## src/rtl/vec_sequencer_if.sv

```systemverilog
// Bus bundle between vec_sequencer and whatever drives it / sits around circuit3.
// master = driver side (table load, start, circuit3 results); slave = the sequencer.
interface vec_sequencer_if #(
   parameter int ADDR_W = 3,
   parameter int CNT_W  = 8
);
   logic              wr_en;
   logic [ADDR_W-1:0] wr_addr;
   logic [5:0]        wr_data;
   logic [ADDR_W:0]   num_vecs;
   logic              start;
   logic [2:0]        i1;
   logic              i2;
   logic              sum_in;
   logic              cout_in;
   logic              busy;
   logic              done;
   logic [ADDR_W-1:0] vec_idx;
   logic              mismatch;
   logic [CNT_W-1:0]  pass_cnt;
   logic [CNT_W-1:0]  fail_cnt;

   modport master (
      output wr_en, wr_addr, wr_data, num_vecs, start, sum_in, cout_in,
      input  i1, i2, busy, done, vec_idx, mismatch, pass_cnt, fail_cnt
   );

   modport slave (
      input  wr_en, wr_addr, wr_data, num_vecs, start, sum_in, cout_in,
      output i1, i2, busy, done, vec_idx, mismatch, pass_cnt, fail_cnt
   );
endinterface

```

## src/rtl/vec_sequencer.sv

```systemverilog
// Applies a small table of {i1,i2,exp_sum,exp_cout} vectors to circuit3 and checks its outputs.
// Define VEC_SEQ_STOP_ON_FAIL_EN to end the run at the first failing compare.
module vec_sequencer #(
   parameter int ADDR_W = 3,
   parameter int GAP    = 10,
   parameter int CNT_W  = 8
) (
   input  logic           clk,
   input  logic           rst_n,
   vec_sequencer_if.slave bus
);
   localparam int                DEPTH    = 1 << ADDR_W;
   localparam logic [ADDR_W:0]   DEPTH_N  = (ADDR_W+1)'(DEPTH);
   localparam logic [ADDR_W:0]   ONE_N    = (ADDR_W+1)'(1);
   localparam logic [ADDR_W-1:0] ONE_A    = ADDR_W'(1);
   localparam logic [7:0]        GAP_LOAD = 8'(GAP - 1);
   localparam logic [7:0]        ONE_G    = 8'd1;
   localparam logic [CNT_W-1:0]  ONE_C    = CNT_W'(1);
   localparam logic [CNT_W-1:0]  CNT_MAX  = '1;

   typedef enum logic [2:0] {
      S_IDLE,
      S_APPLY,
      S_WAIT,
      S_CHECK,
      S_DONE
   } state_t;

   state_t            r_state,   w_state_next;
   logic [2:0]        r_i1,      w_i1_next;
   logic              r_i2,      w_i2_next;
   logic [ADDR_W-1:0] r_vec_idx, w_vec_idx_next;
   logic [ADDR_W:0]   r_num,     w_num_next;
   logic [7:0]        r_gap,     w_gap_next;
   logic [CNT_W-1:0]  r_pass,    w_pass_next;
   logic [CNT_W-1:0]  r_fail,    w_fail_next;

   logic [5:0]        r_table [DEPTH];

   logic [5:0]        w_entry;
   logic              w_match;
   logic              w_last;
   logic              w_idle_like;
   logic [ADDR_W:0]   w_num_clamp;

   assign w_entry     = r_table[r_vec_idx];
   assign w_match     = ({bus.sum_in, bus.cout_in} == w_entry[1:0]);
   assign w_last      = ({1'b0, r_vec_idx} == (r_num - ONE_N));
   assign w_idle_like = (r_state == S_IDLE) || (r_state == S_DONE);
   assign w_num_clamp = (bus.num_vecs > DEPTH_N) ? DEPTH_N : bus.num_vecs;

   // Table has no reset; writes are locked out while a run is in flight.
   always_ff @(posedge clk) begin
      if (w_idle_like && bus.wr_en) begin
         r_table[bus.wr_addr] <= bus.wr_data;
      end
   end

   always_ff @(posedge clk or negedge rst_n) begin
      if (!rst_n) begin
         r_state   <= S_IDLE;
         r_i1      <= 3'd0;
         r_i2      <= 1'b0;
         r_vec_idx <= '0;
         r_num     <= '0;
         r_gap     <= 8'd0;
         r_pass    <= '0;
         r_fail    <= '0;
      end else begin
         r_state   <= w_state_next;
         r_i1      <= w_i1_next;
         r_i2      <= w_i2_next;
         r_vec_idx <= w_vec_idx_next;
         r_num     <= w_num_next;
         r_gap     <= w_gap_next;
         r_pass    <= w_pass_next;
         r_fail    <= w_fail_next;
      end
   end

   always_comb begin
      w_state_next   = r_state;
      w_i1_next      = r_i1;
      w_i2_next      = r_i2;
      w_vec_idx_next = r_vec_idx;
      w_num_next     = r_num;
      w_gap_next     = r_gap;
      w_pass_next    = r_pass;
      w_fail_next    = r_fail;

      case (r_state)
         S_IDLE, S_DONE: begin
            if (bus.start) begin
               w_num_next     = w_num_clamp;
               w_pass_next    = '0;
               w_fail_next    = '0;
               w_vec_idx_next = '0;
               w_state_next   = (w_num_clamp == '0) ? S_DONE : S_APPLY;
            end
         end
         S_APPLY: begin
            w_i1_next    = w_entry[5:3];
            w_i2_next    = w_entry[2];
            w_gap_next   = GAP_LOAD;
            // With a one-cycle gap the compare edge directly follows the apply edge.
            w_state_next = (GAP == 1) ? S_CHECK : S_WAIT;
         end
         S_WAIT: begin
            w_gap_next = r_gap - ONE_G;
            if (r_gap == ONE_G) begin
               w_state_next = S_CHECK;
            end
         end
         S_CHECK: begin
            if (w_match) begin
               w_pass_next = (r_pass == CNT_MAX) ? r_pass : r_pass + ONE_C;
            end else begin
               w_fail_next = (r_fail == CNT_MAX) ? r_fail : r_fail + ONE_C;
            end
`ifdef VEC_SEQ_STOP_ON_FAIL_EN
            if (w_last || !w_match) begin
`else
            if (w_last) begin
`endif
               w_state_next = S_DONE;
            end else begin
               w_vec_idx_next = r_vec_idx + ONE_A;
               w_state_next   = S_APPLY;
            end
         end
         default: begin
            w_state_next = S_IDLE;
         end
      endcase
   end

   assign bus.i1       = r_i1;
   assign bus.i2       = r_i2;
   assign bus.busy     = (r_state == S_APPLY) || (r_state == S_WAIT) || (r_state == S_CHECK);
   assign bus.done     = (r_state == S_DONE);
   assign bus.vec_idx  = r_vec_idx;
   assign bus.mismatch = (r_state == S_CHECK) && !w_match;
   assign bus.pass_cnt = r_pass;
   assign bus.fail_cnt = r_fail;
endmodule

```

## src/flat_wrapper.sv

```systemverilog
// flat-port wrapper written by rule: the top's interface ports become plain ports
module vec_sequencer_flat 
#(
   parameter int ADDR_W = 3,
   parameter int GAP    = 10,
   parameter int CNT_W  = 8
)
  (clk, rst_n, bus_wr_en, bus_wr_addr, bus_wr_data, bus_num_vecs, bus_start, bus_sum_in, bus_cout_in, bus_i1, bus_i2, bus_busy, bus_done, bus_vec_idx, bus_mismatch, bus_pass_cnt, bus_fail_cnt);
  vec_sequencer_if #(.ADDR_W(ADDR_W), .CNT_W(CNT_W)) bus_i ();
  input  logic clk;
  input  logic rst_n;
  input wire logic [$bits(bus_i.wr_en)-1:0] bus_wr_en;
  input wire logic [$bits(bus_i.wr_addr)-1:0] bus_wr_addr;
  input wire logic [$bits(bus_i.wr_data)-1:0] bus_wr_data;
  input wire logic [$bits(bus_i.num_vecs)-1:0] bus_num_vecs;
  input wire logic [$bits(bus_i.start)-1:0] bus_start;
  input wire logic [$bits(bus_i.sum_in)-1:0] bus_sum_in;
  input wire logic [$bits(bus_i.cout_in)-1:0] bus_cout_in;
  output wire logic [$bits(bus_i.i1)-1:0] bus_i1;
  output wire logic [$bits(bus_i.i2)-1:0] bus_i2;
  output wire logic [$bits(bus_i.busy)-1:0] bus_busy;
  output wire logic [$bits(bus_i.done)-1:0] bus_done;
  output wire logic [$bits(bus_i.vec_idx)-1:0] bus_vec_idx;
  output wire logic [$bits(bus_i.mismatch)-1:0] bus_mismatch;
  output wire logic [$bits(bus_i.pass_cnt)-1:0] bus_pass_cnt;
  output wire logic [$bits(bus_i.fail_cnt)-1:0] bus_fail_cnt;
  assign bus_i.wr_en = bus_wr_en;
  assign bus_i.wr_addr = bus_wr_addr;
  assign bus_i.wr_data = bus_wr_data;
  assign bus_i.num_vecs = bus_num_vecs;
  assign bus_i.start = bus_start;
  assign bus_i.sum_in = bus_sum_in;
  assign bus_i.cout_in = bus_cout_in;
  assign bus_i1 = bus_i.i1;
  assign bus_i2 = bus_i.i2;
  assign bus_busy = bus_i.busy;
  assign bus_done = bus_i.done;
  assign bus_vec_idx = bus_i.vec_idx;
  assign bus_mismatch = bus_i.mismatch;
  assign bus_pass_cnt = bus_i.pass_cnt;
  assign bus_fail_cnt = bus_i.fail_cnt;
  vec_sequencer #(.ADDR_W(ADDR_W), .GAP(GAP), .CNT_W(CNT_W)) u_core (.clk(clk), .rst_n(rst_n), .bus(bus_i));
endmodule
```

## config.mk

```make
export PLATFORM = sky130hd
export DESIGN_NAME = vec_sequencer_flat
export DESIGN_NICKNAME = d
export VERILOG_FILES = /design/src/rtl/vec_sequencer_if.sv /design/src/rtl/vec_sequencer.sv /design/src/flat_wrapper.sv
export SDC_FILE = /design/constraint.sdc
export NUM_CORES = 1
export LEC_CHECK = 0
export CAP_MARGIN = 5
export CORE_AREA = 2 2 121 100
export CTS_CLUSTER_DIAMETER = 100
export DETAILED_ROUTE_END_ITERATION = 6
export DIE_AREA = 0 0 123 102
export GPL_TIMING_DRIVEN = 0
export PLACE_DENSITY = 0.59
export SLEW_MARGIN = 0
export SYNTH_ARGS = -nofsm -noshare
export SYNTH_HDL_FRONTEND = slang
export SYNTH_SLANG_ARGS = --single-unit
export TNS_END_PERCENT = 20
```

## constraint.sdc

```tcl
create_clock -name clk -period 2 [get_ports clk]
set_input_delay 0.4 -clock clk [delete_from_list [all_inputs] [get_ports clk]]
set_output_delay 0.4 -clock clk [all_outputs]
set_load 0.1 [all_outputs]
```

==> metrics.txt, run 1 <==
Reg power frac 33.3%; final period utilization 127%; DRT Pass-1 Iters 4; Top Ports between 40 and 50; synthesis-to-layout area growth 30.2%; Leakage Power just under 2 nW; Rows 35; DR iter-0 viols 116; Power Dens Cells 1420 mW/mm^2; routed wl met2 roughly 3800 um; post-synthesis sequential area ratio a little over 60%; initial antenna violation count 0; internal power between 4 and 5 mW; Synth cell types 44; clk root buf clkbuf_16; wl on met1 ~3700 um; Tmin final ~2.5 ns; DRT Wirelength slightly above 8000 um; total power 7.18 mW; Num CTS Buffers 9; uppermost routed layer met4; post-synthesis area per instance roughly 13 um^2; Crit Path Category flip-flop to output port; HP Class primary input to asynchronous set/reset pin; clock tree buffer depth 2; IO buf count 44; first-pass GRT wire length around 13,000 um; Num Clock Sinks 86; #FFs+latches synth between 80 and 90; number of synthesized flops with an enable pin 48; Logic pwr share between 40% and 50%; Clock power frac between 20% and 30%; switching part of the total power about two fifths; failing checks negative setup slack; Placer Congestion 0.757; finished layout cell area 0.00506 mm^2; RSZ-0062 raised after global routing yes; Setup violations, final 15; Sequential Area 0.00240 mm^2; Slew HR approximately 36%; Worst-Skew Late Latency approximately 0.34 ns; starting density of the core around 34%; Die Height ~100 um; Final Skew roughly 0.0067 ns; Yosys top cell area share between 30% and 40%; H-tree levels 3; grt ovf 0; wire length on met3 around 480 um; Post-Place Cell Area 0.00456 mm^2; Fmax 395 MHz; Synth area leader edfxtp_1; synth cell count leaders edfxtp_1, dfrtp_1, nor2_1, nand2_1, o21ai_0; footprint of the multi-input gates approximately 0.0015 mm^2; YS warnings 0; ANT cells 0; outcome complete, but fails checks; Hold Slack 0.0230 ns; Final Max Tran Viols 0; via density per instance between 5 and 6; CTS tree done; largest net degree at the start of global routing 39; top cells by area, synth edfxtp_1, dfrtp_1, mux4_2; fraction of layout cells with a size suffix above 1 27.7%; syn_nets approximately 330; crit path launch type flip-flop; FFs w/ async S/R, synth 44.2%; Worst Tran Pin Value 0.964 ns; cell count after synthesis 302; Critical Path AT approximately 2.1 ns; routed len/inst approximately 15 um; Worst Setup Slack, final -0.531 ns; Synth Flop Type edfxtp_1; pre-CTS WS -1.35 ns; max cap viols 0; top-count cell post-synth edfxtp_1; global-route total usage across every layer between 10% and 20%; die area approximately 0.013 mm^2; vias in the first global route 2,510; clock transition at the registers of the reported paths 0.06 ns; die width 123 um; critical path peak fanout 6; DRC viols 0; NetSw 3.01 mW; Synth Cell Area between 0.003 and 0.004 mm^2; Critical Path End Type output port; half-perimeter wire length after placement between 5000 and 6000 um; core footprint about 0.011 mm^2; data required time of the critical path between 1.5 and 2 ns; Fill cells 1,063; Final Hold Violating Endpoints 0; via count ~2,600; Final ANT Viol Nets 0; VDD IR-drop max roughly 0.53 mV; nets around 390
-- layer usage --
metal	up-vias	global-route usage, %
li1	1251	-
met1	1282	17.7
met2	59	22.0
met3	10	5.08
met4	0	3.93
met5	-	0
-- worst max-delay path, stage by stage, from the launching register on --
cell and delay [ns]:
dfrtp_4 0.48, mux4_2 0.55, mux2i_4 0.20, xnor2_2 0.18, nor2_4 0.06, nor2_4 0.13
buf_12 0.18
-- path summary, 6_finish.rpt --
| path | start | endpoint | slack [ns] | cells after the start |
|---|---|---|---|---|
| setup / recovery | u_core.bus.vec_idx[0] | bus_mismatch | -0.53 | 6 |
| hold / removal | rst_n | u_core.r_gap[4] | 0.02 | 2 |
| setup reg to reg | u_core.bus.vec_idx[0] | u_core.bus.pass_cnt[2] | -0.43 | 8 |
| hold reg to reg | u_core.r_gap[7] | u_core.r_gap[7] | 0.46 | 1 |
| max in group asynchronous | rst_n | u_core.bus.pass_cnt[0] | 1.76 | 2 |
| min in group clk | u_core.r_gap[7] | u_core.r_gap[7] | 0.46 | 1 |
-- logic make-up (layout without fill, tap and decap cells) --
logic type	after synthesis	count (layout)	synth area share, %
simple gates	100	100	12.8
xor+xnor	11	11	2.48
mux	25	25	10.4
compound gates	49	49	7.89
flops	86	86	61.5
fa+ha+maj	6	6	1.93
buf+inv	25	95	2.96
-- metrics by stage --
step                      setup TNS, ns  util [%]  cells
final                             -5.02      44.8    520
after global routing              -7.09      44.8    520
after CTS                         -5.10      44.3    519
after detailed placement         -23.72      40.3    495
after global placement           -39.99      40.2    494
after floorplan                   -8.03         -    302
-- area by class of cell --
cell class                      instances  area share (%)
Tap cell                              148            3.66
Inverter                               13           0.964
Clock buffer                           11            4.79
Timing Repair Buffer                   55            10.8
Clock inverter                          5           0.840
Sequential cell                        86            47.5
Buffer                                 11            1.33
Multi-Input combinational cell        191            30.2
-- flip-flops by register name (all words and copies together), names as in the netlist --
name	flops
u_core.r_num	4
u_core.bus.fail_cnt	8
u_core.r_table	48
u_core.bus.i1	3
u_core.r_state	3
u_core.r_gap	8
u_core.bus.pass_cnt	8
u_core.bus.vec_idx	3
u_core.bus.i2	1
-- what timing repair did --
item	in CTS	in global routing
hold buffers	0	0
pin swaps	12	6
gates cloned	0	1
setup endpoints to repair	100	47
gates resized for setup	93	34
buffers inserted	8	1
-- power groups by stage --
| stage | Combinational, mW | Clock (mW) | Sequential (mW) |
|---|---|---|---|
| 2_1_floorplan | 1.52 | 0 | 3.08 |
| 3_3_place_gp | 2.88 | 0 | 2.39 |
| 3_5_place_dp | 2.92 | 0 | 2.40 |
| 4_1_cts | 3.16 | 1.62 | 2.36 |
| 5_1_grt | 3.46 | 1.69 | 2.44 |
| 6_report | 3.21 | 1.58 | 2.39 |
-- cells in the final DEF, fill, tap and decap left out, types with 9 or more instances in the layout --
| cell | n |
|---|---|
| clkbuf_16 | 9 |
| o21ai_0 | 12 |
| edfxtp_1 | 48 |
| clkdlybuf4s50_1 | 17 |
| clkdlybuf4s15_2 | 12 |
| a21oi_1 | 13 |
| nand2_1 | 19 |
| mux4_2 | 12 |
| dfrtp_1 | 34 |
| nand2b_1 | 9 |
| inv_1 | 13 |
| nand3_1 | 10 |
| nor2_1 | 20 |
Power figures use the tool's default switching activity.
==> run 2, diff against run 1 <==
RECOVER_POWER = 25   (was default)
==> metrics.txt, run 2 (same netlist as run 1, synthesis figures left out) <==
Setup violations, final 15; initial antenna violation count 0; clock transition at the registers of the reported paths approximately 0.060 ns; worst reg2reg path depth 8; Worst-Skew Late Latency 0.34 ns; HP Class primary input to asynchronous set/reset pin; synthesis-to-layout area growth 29.8%; most flop-heavy register u_core.r_table; Final ANT Viol Nets 0; half-perimeter wire length after placement approximately 5400 um; most common cell after layout, fill and taps aside edfxtp_1; max FFs per register 48; global-route total usage across every layer between 10 and 15%; Tmin final ~2.5 ns; DRC viols 0; H-tree levels 3; critical path's most frequent cell nor2_4; beginning of the worst register-to-register path u_core.bus.vec_idx[0]; Placer Congestion 0.757; clock tree buffer depth 2; die area 0.0125 mm^2; Crit Path Category flip-flop to output port; Final Max Tran Viols 0; footprint of the multi-input gates about 0.0015 mm^2; via count 2,601; Fill cells approximately 1,100; largest net degree at the start of global routing 39; Critical Path AT 2.13 ns; failing checks negative setup slack; Die Height between 100 and 150 um; Buf/Inv on CP 1; CTS hold repair buffers 0; routed len/inst roughly 15 um; delay-heaviest family, CP multiplexers; Final Hold Violating Endpoints 0; IO buf count 44; Rows 35; RSZ-0062 raised after global routing yes; critical path peak fanout 6; vias in the first global route approximately 2,500; Slew HR 34.7%; Worst Setup Slack, final -0.531 ns; total power approximately 7.2 mW; via density per instance between 5 and 6; Final Skew between 0.006 and 0.007 ns; CP max-delay cell mux4_2; Critical R2R Capture u_core.bus.pass_cnt[2]; VDD IR-drop max 0.532 mV; DR iter-0 viols 117; Num CTS Buffers 9; Sequential Area 0.00240 mm^2; outcome complete, but fails checks; core footprint between 0.01 and 0.015 mm^2; first-pass GRT wire length around 13,000 um; ANT cells 0; Num Clock Sinks 86; Top Ports 45; final period utilization 127%; flop2flop setup slack -0.43 ns; starting density of the core around a third; nets between 300 and 400; clk root buf clkbuf_16; max cap viols 0; Post-Place Cell Area approximately 0.0046 mm^2; Max stage delay on crit path ~0.55 ns; finished layout cell area slightly above 0.005 mm^2; crit path cell chain mux4_2 > mux2i_4 > xnor2_2 > nor2_4 > nor2_4 > buf_12; CTS tree done; die width around 120 um; crit path launch type flip-flop; Critical Path End Type output port; most frequent cells in the layout edfxtp_1, dfrtp_1, nor2_1; grt ovf 0; Fmax ~400 MHz; Leakage Power 1.93 nW; Power Dens Cells 1420 mW/mm^2; data required time of the critical path between 1.5 and 2 ns; DRT Wirelength between 8000 and 9000 um; Worst Tran Pin Value slightly below 1 ns; fraction of layout cells with a size suffix above 1 27.7%; DRT Pass-1 Iters 4
[run 2: metrics by stage]
stage | cells | setup TNS (ns) | util (%) | setup slack (ns) | hold slack, ns
6_report | 520 | -5.02 | 44.7 | -0.531 | 0.300
5_1_grt | 520 | -7.09 | 44.7 | -0.648 | 0.391
4_1_cts | 519 | -5.10 | 44.3 | -0.596 | 0.0212
3_5_place_dp | 495 | -23.72 | 40.3 | -1.35 | 0.388
3_3_place_gp | 494 | -39.99 | 40.2 | -1.34 | 0.461
2_1_floorplan | 302 | -8.03 | - | -0.668 | 0.104
[run 2: how the worst max path moves through the flow]
stage	start	endpoint	slack (ns)	depth (start not counted)
2_1_floorplan	u_core.bus.vec_idx[0]	bus_mismatch	-0.67	6
3_3_place_gp	u_core.bus.vec_idx[0]	bus_mismatch	-1.34	7
5_1_grt	u_core.bus.vec_idx[0]	bus_mismatch	-0.65	6
4_1_cts	u_core.bus.vec_idx[0]	bus_mismatch	-0.60	7
6_report	u_core.bus.vec_idx[0]	bus_mismatch	-0.53	6
3_5_place_dp	u_core.bus.vec_idx[0]	bus_mismatch	-1.35	7
[run 2: what timing repair did]
action,in CTS,in global routing
endpoints found under the setup margin,100,47
setup buffers,8,1
resized for setup,93,34
pin swaps,12,6
gates cloned,0,1
[run 2: where the power goes]
part	internal (mW)	switching, mW
sequential	2.16	0.234
combinational	1.12	2.09
clock	0.888	0.694
[run 2: final cells by class]
type / instances / share of cell area [%]
plain buffers: 11 / 1.34
clock buffers: 11 / 4.81
clock inverters: 5 / 0.843
inverters: 13 / 0.967
multi-input cells: 191 / 30.2
flip-flops and latches: 86 / 47.6
well taps: 148 / 3.67
repair buffers: 55 / 10.5
[run 2: per-layer routing]
metal	routed length [um]	vias to the layer above	track usage (%)
met1	3660	1281	17.7
met4	82	0	3.93
met5	0	-	0
li1	-	1251	-
met2	3830	59	22.0
met3	476	10	5.08
[run 2: worst register-to-register path: cells and delay by family (launching register included)]
| family | cells | cell delay [ns] |
|---|---|---|
| AO/OA/AOI/OAI | 2 | 0.24 |
| XOR/XNOR | 1 | 0.13 |
| buffers and inverters | 2 | 0.31 |
| flip-flops | 1 | 0.48 |
| multiplexers | 2 | 0.76 |
| AND/OR/NAND/NOR | 1 | 0.39 |
==> run 3, diff against run 2 <==
CORE_AREA = 5 5 143 90   (was 2 2 121 100)
DIE_AREA = 0 0 148 95   (was 0 0 123 102)
TNS_END_PERCENT = default   (was 20)
==> metrics.txt, run 3 (same netlist as run 1, synthesis figures left out) <==
Final Max Tran Viols 0; synthesis-to-layout area growth 33.2%; crit path launch type flip-flop; Critical Path End Type output port; Max stage delay on crit path approximately 0.48 ns; pre-CTS WS -1.37 ns; routed len/inst around 17 um; fraction of layout cells with a size suffix above 1 31.4%; max FFs per register 48; DR iter-0 viols around 180; most common cell after layout, fill and taps aside edfxtp_1; DRT Wirelength around 8700 um; Critical Path End bus_mismatch; Worst-Skew Late Latency ~0.34 ns; critical path's most frequent cell nor2_4; Top Ports 45; Fmax 396 MHz; Tmin final 2.53 ns; Worst Setup Slack, final -0.525 ns; die width roughly 150 um; beginning of the worst register-to-register path u_core.bus.vec_idx[2]; HP Class primary input to asynchronous set/reset pin; die area around 0.014 mm^2; initial antenna violation count 0; core footprint between 0.01 and 0.015 mm^2; Final Hold Violating Endpoints 0; first-pass GRT wire length about 15,000 um; Final Skew about 0.0053 ns; Die Height approximately 95 um; half-perimeter wire length after placement around 5900 um; crit path cell chain buf_4 > mux4_2 > mux2i_2 > xnor2_2 > nor2_4 > nor2_4 > buf_12; Placer Congestion 0.738; Worst Tran Pin Value 0.958 ns; VDD IR-drop max 0.869 mV; data required time of the critical path ~1.6 ns; final period utilization 126%; outcome complete, but fails checks; Hold Slack between 0.3 and 0.4 ns; Num CTS Buffers 9; RSZ-0062 raised after global routing yes; most frequent cells in the layout edfxtp_1, dfrtp_1, nand2_1; Leakage Power between 1.5 and 2 nW; critical path peak fanout 10; DRC viols 0; Critical Path AT roughly 2.1 ns; Critical R2R Capture u_core.bus.pass_cnt[3]; grt ovf 0; Post-Place Cells approximately 500; Final ANT Viol Nets 0; CTS tree done; Setup violations, final 16; flop2flop setup slack -0.46 ns; Rows 31; clk root buf clkbuf_16; global-route total usage across every layer roughly 14%; largest net degree at the start of global routing 37; vias in the first global route between 2,000 and 3,000; total power about 7.4 mW; clock transition at the registers of the reported paths 0.06 ns; CP startpoint u_core.bus.vec_idx[2]; IO buf count between 40 and 50; non-filler instance count after layout 524; Power Dens Cells roughly 1400 mW/mm^2; via density per instance 5.03; DRT Pass-1 Iters 4; max cap viols 0; most flop-heavy register u_core.r_table; via count 2,638; Num Clock Sinks between 80 and 90; H-tree levels 3; Crit Path Category flip-flop to output port; starting density of the core 33.5%; clock tree buffer depth 2; worst reg2reg path depth 9; ANT cells 0; nets about 400; CP max-delay cell dfrtp_4; failing checks negative setup slack; Slew HR around 36%
==> run 3: cell types whose count changed in the layout (fill, tap and decap cells not counted), moves of 2 or more <==
cell	delta
nor2_1	-5
nor2_2	+5
clkdlybuf4s15_2	+3
dfrtp_1	-3
dfrtp_2	+3
nand3_1	-3
buf_4	+2
clkbuf_2	-2
dlygate4sd2_1	-2
inv_6	-2
mux2i_2	+2
nand3_2	+2
==> run 3: area by class of cell <==
type / count / area (um^2)
clock inverter: 5 / 57.6
multi-input combinational: 191 / 1560
clock buffer: 11 / 253
fill: 1026 / 6420
tap: 148 / 185
buffer: 11 / 71.3
inverter: 13 / 48.8
sequential: 86 / 2410
timing repair buffer: 59 / 592
==> run 3: report_power, final <==
| group | switching, mW | total [mW] | internal, mW |
|---|---|---|---|
| Clock | 0.674 | 1.71 | 1.03 |
| Combinational | 2.14 | 3.32 | 1.18 |
| Sequential | 0.243 | 2.40 | 2.16 |
| Total | 3.06 | 7.43 | 4.37 |
==> run 3: what timing repair did <==
action | 4_1_cts | 5_1_grt
cloned | 0 | 0
endpoints found under the hold margin | 2 | 0
hold buffers | 1 | 0
buffers inserted | 9 | 5
gates resized for setup | 104 | 25
pin swaps | 7 | 3
endpoints found under the setup margin | 92 | 30
==> run 3: routing by layer <==
| layer | part of all wire [%] | global-route usage [%] | up-vias |
|---|---|---|---|
| met5 | 0 | 0 | - |
| met4 | 0.89 | 3.92 | 0 |
| met3 | 3.9 | 4.03 | 9 |
| met2 | 46 | 21.0 | 51 |
| met1 | 49 | 18.5 | 1322 |
| li1 | - | - | 1256 |
==> run 3: critical path: cells and delay by family (launching register included) <==
family	cells	cell delay (ns)
XOR/XNOR	1	0.19
multiplexers	2	0.53
flip-flops	1	0.48
buffers and inverters	2	0.39
AND/OR/NAND/NOR	2	0.19
==> run 3: worst min path at each step <==
stage / from / endpoint / slack (ns) / depth (start not counted)
5_1_grt: rst_n / u_core.bus.i2 / 0.41 / 2
3_5_place_dp: rst_n / u_core.bus.i2 / 0.21 / 1
2_1_floorplan: rst_n / u_core.bus.fail_cnt[0] / 0.10 / 0
6_report: rst_n / u_core.bus.i2 / 0.39 / 2
4_1_cts: rst_n / u_core.bus.i2 / 0.40 / 2
3_3_place_gp: u_core.r_gap[7] / u_core.r_gap[7] / 0.46 / 1
==> run 3: stage by stage <==
step / utilization, % / cell area (um^2) / setup TNS, ns
floorplan: - / 3960 / -5.52
global placement: 39.5 / 4580 / -38.81
detailed placement: 39.6 / 4600 / -19.43
CTS: 44.2 / 5120 / -5.02
global route: 44.6 / 5180 / -6.77
finish: 44.6 / 5180 / -5.31
==> edit 1 (settings of run 3) <==
Build with the macro `VEC_SEQ_STOP_ON_FAIL_EN` defined.
--- a/src/rtl/vec_sequencer.sv
+++ b/src/rtl/vec_sequencer.sv
@@ -1,5 +1,7 @@
 // Applies a small table of {i1,i2,exp_sum,exp_cout} vectors to circuit3 and checks its outputs.
 // Define VEC_SEQ_STOP_ON_FAIL_EN to end the run at the first failing compare.
+`define VEC_SEQ_STOP_ON_FAIL_EN
+
 module vec_sequencer #(
    parameter int ADDR_W = 3,
    parameter int GAP    = 10,
Function: same outputs for any inputs over 10 cycles, from zero or initial values and one cycle with rst_n low; that may be too few to reach the edited logic, so the function may still have changed.
==> edit 1 against run 3 <==
  * The run still ends with setup timing left
  * Total power fell by 12%
  * Die area did not move
  * Count of clock-buffer cells in the layout down 1
  * Worst setup slack got worse by 0.079 ns
  * Sequential share of layout area down 0.83 points
  * Wire length up 5.9%
  * Maximum frequency decreased by 3.0%
  * Clock power increased by 8%
  * Cell area rose by 2.0%
  * Area after synthesis rose by 0.13%
  * Sequential cell count unchanged
  * Highest routed layer unchanged
==> edit 1: results (changes against run 3) <==
Status
  • Run status: finished with violations
  • Failing checks: setup timing

Detailed routing
  • Post-Route WL: 9.24 mm (+5.9%)
  • Detailed-route wire length per cell: 17.7 um (+6.3%)

STA
  • Worst Clk Skew: 0.0108 ns (+0.00552 ns)
  • Final critical-path setup slack: -0.605 ns (-0.0793 ns)
  • Final Setup Violations: 28 (+12)

Pwr
  • Static leakage: 1.96 nW (+0.15%)
  • P_sw: 2.52 mW (-18%)
  • Power, Total: 6.56 mW (-12%)
  • Combinational Power: 2.34 mW (-30%)
  • Worst vdd ir: 0.540 mV (-38%)

Synth
  • Share of the yosys chip area belonging to registers: 0.615 (-0.000791)
  • Number of distinct library cells after synthesis: 46 (+4.5%)
  • Post-synthesis share of cell area spent on full adders, half adders and majority gates: 0.0193 (-0.0000248)
  • Synthesized area per cell: 13.1 um^2 (+1.5%)
  • Synth top cells by count: sky130_fd_sc_hd__edfxtp_1 (48), sky130_fd_sc_hd__dfrtp_1 (38), sky130_fd_sc_hd__nand2_1 (35), sky130_fd_sc_hd__mux2i_1 (18), sky130_fd_sc_hd__nor2_1 (17)
  • Dominant cells by area after synthesis: sky130_fd_sc_hd__edfxtp_1 (37%), sky130_fd_sc_hd__dfrtp_1 (24%), sky130_fd_sc_hd__mux4_2 (6.4%), sky130_fd_sc_hd__mux2i_1 (4.6%), sky130_fd_sc_hd__nand2_1 (3.4%)
  • Net count after synthesis: 323 (-1.2%)
  • Multiplexer fraction of the synthesized cell area: 0.117 (+0.0127)
  • Share of the synthesized netlist area taken by xor and xnor gates: 0.0196 (-0.00517)

Placement
  • Post-Place Worst Slack: -1.51 ns (-0.141 ns)
  • Placed Cells: 491 (-0.81%)
  • GP Congestion: 0.826 (+12%)

Global routing
  • Number of global-route vias before repair: 2595 (-4.8%)
  • Largest net degree at the start of global routing: 26 (-30%)

Setup path
  • Worst Path Arrival: 2.20 ns (+0.07 ns)
  • Critical R2R Capture: u_core.bus.fail_cnt[1]$_DFFE_PN0P_
  • Maximum fanout along the worst path: 5 (-5)
  • Source of the critical timing path: u_core.bus.vec_idx[0]$_DFFE_PN0P_

Final layout
  • Fillcell total: 1025 (-0.097%)
  • Proportion of cell area spent on the clock network: 0.0626 (+0.00263)

Min path
  • Worst hold path class: register to register
## edit 1: changes by cell type after synthesis, moves of 4 or more
cell,before,now
sky130_fd_sc_hd__o21ai_0,17,12
sky130_fd_sc_hd__nand2b_1,9,3
sky130_fd_sc_hd__nand2_1,19,35
sky130_fd_sc_hd__or3_1,1,5
sky130_fd_sc_hd__mux2i_1,10,18
sky130_fd_sc_hd__xor2_1,5,0
sky130_fd_sc_hd__nor2_1,25,17
## edit 1: routing by layer
layer,global-route usage,wire [um]
met5,0,0
met1,0.197,4560
met3,0.0379,537
met4,0.0392,93
met2,0.189,4050
## edit 1: metrics by stage
step	area (um^2)	TNS, ns	utilization
after floorplan	3950	-9.06	-
after global placement	4580	-48.63	0.395
after detailed placement	4590	-30.16	0.396
after CTS	5130	-6.74	0.442
after global routing	5280	-9.43	0.455
final	5280	-6.38	0.455
==> edit 2 (config.mk and constraints of run 3) <==
Made on the original files. Reset style: synchronous (`rst_n`), changed in one clocked block.
--- a/src/rtl/vec_sequencer.sv
+++ b/src/rtl/vec_sequencer.sv
@@ -56,7 +56,7 @@
       end
    end
 
-   always_ff @(posedge clk or negedge rst_n) begin
+   always_ff @(posedge clk) begin
       if (!rst_n) begin
          r_state   <= S_IDLE;
          r_i1      <= 3'd0;
Check against the original RTL: differs if rst_n is asserted again (counterexample within 4 cycles, from zero or initial values and one cycle with rst_n low); with rst_n held inactive, the same outputs for 10 cycles.
==> edit 2 against run 3 <==
  * The flow still finishes with violations (setup timing)
  * Area after synthesis up 4.7%
  * Worst setup slack better by 0.043 ns
  * Maximum frequency up 1.7%
  * Count of clock-buffer cells in the layout down 2
  * Clock skew up 0.0028 ns
  * Sequential cell count up 3
  * Global-route usage about the same
  * Die area unchanged
  * Wire length up 7.8%
  * Total power down 24%
  * Cell area up 4.2%
  * Register-to-register slack better by 0.06 ns
  * Clock power up 2%
  * Largest power group is now registers
==> edit 2: results (changes against run 3) <==
Final layout
  • Non-clock buffer area fraction after layout: 0.124 (-0.00444)
  • Count of multi-input combinational gates: 227 (+19%)
  • Nonclk buf count: 75 (+7.1%)
  • Logic inverters: 9 (-4)
  • Net total in the final layout: 436 (+10%)
  • Share of final-layout standard cells stronger than drive strength 1: 0.286 (-0.0278)
  • Proportion of cell area spent on the clock network: 0.0568 (-0.00310)

Synth
  • Net count after synthesis: 366 (+12%)
  • Synthesized area per cell: 11.9 um^2 (-7.2%)
  • Async S/R FF share, synth: 0 (-0.442)
  • Number of distinct library cells after synthesis: 52 (+18%)
  • Dominant cells by area after synthesis: sky130_fd_sc_hd__edfxtp_1 (35%), sky130_fd_sc_hd__dfxtp_1 (20%), sky130_fd_sc_hd__mux4_1 (6.5%), sky130_fd_sc_hd__nand2_1 (3.5%), sky130_fd_sc_hd__mux2i_1 (2.5%)

STA
  • Transition time of the tightest slew-check pin: 0.978 ns (+0.0194 ns)
  • Hold slack: 0.449 ns (+0.0575 ns)
  • Final critical-path setup slack: -0.482 ns (+0.0432 ns)
  • Final Setup Violations: 18 (+2)

Detailed routing
  • Initial DRC count: 169 (-7.7%)
  • Drt via density: 5.23 (+4.0%)
  • Sum of routed wire segments on met1: 4.94 mm (+16%)
  • Detailed-route wire length per cell: 16.7 um (+0.13%)
  • Wire length on met3: 373 um (+8.4%)

Global routing
  • Largest net degree at the start of global routing: 18 (-51%)
  • Global-route wire length before repair: 14.8 mm (+1.3%)
  • Number of global-route vias before repair: 2708 (-0.66%)
  • Met2 capacity usage during global routing: 0.194 (-0.0167)

Status
  • Failing checks: setup timing
  • Run status: finished with violations

Pwr
  • P_sw: 1.98 mW (-35%)

Placement
  • Placed Cells: 532 (+7.5%)

Setup path
  • Top cell by count, worst path: sky130_fd_sc_hd__buf_12
  • FF-to-FF setup slack: -0.40 ns (+0.06 ns)

CTS
  • Post-cts resize count: 92 (-12%)

Min path
  • Worst hold path class: primary input to register
[edit 2: cell count changes in the layout (fill, tap and decap cells not counted), sizes merged, moves of 5 or more]
cell	delta
nand2	+19
nand3b	+9
nor2	-8
nor3	-5
nand2b	-7
buf	+5
dfrtp	-38
dfxtp	+41
o2111ai	+5
a21boi	+11
and2	+5
o211a	+5
a21oi	-9
[edit 2: cell families after synthesis]
family / count (synthesis) / synth area share
xor gates and xnor gates: 6 / 0.0129
muxes: 22 / 0.100
AOI/OAI and AO/OA: 64 / 0.111
DFF: 89 / 0.556
buffers and inverters: 25 / 0.0317
adders and majority gates: 6 / 0.0184
and+or+nand+nor: 129 / 0.170
[edit 2: how the worst max path moves through the flow]
stage / end / slack, ns
6_report: bus_mismatch / -0.48
5_1_grt: bus_mismatch / -0.55
4_1_cts: bus_mismatch / -0.52
3_5_place_dp: bus_mismatch / -1.24
3_3_place_gp: bus_mismatch / -1.24
2_1_floorplan: u_core.bus.pass_cnt[0]$_SDFFE_PN0P_ / -0.32
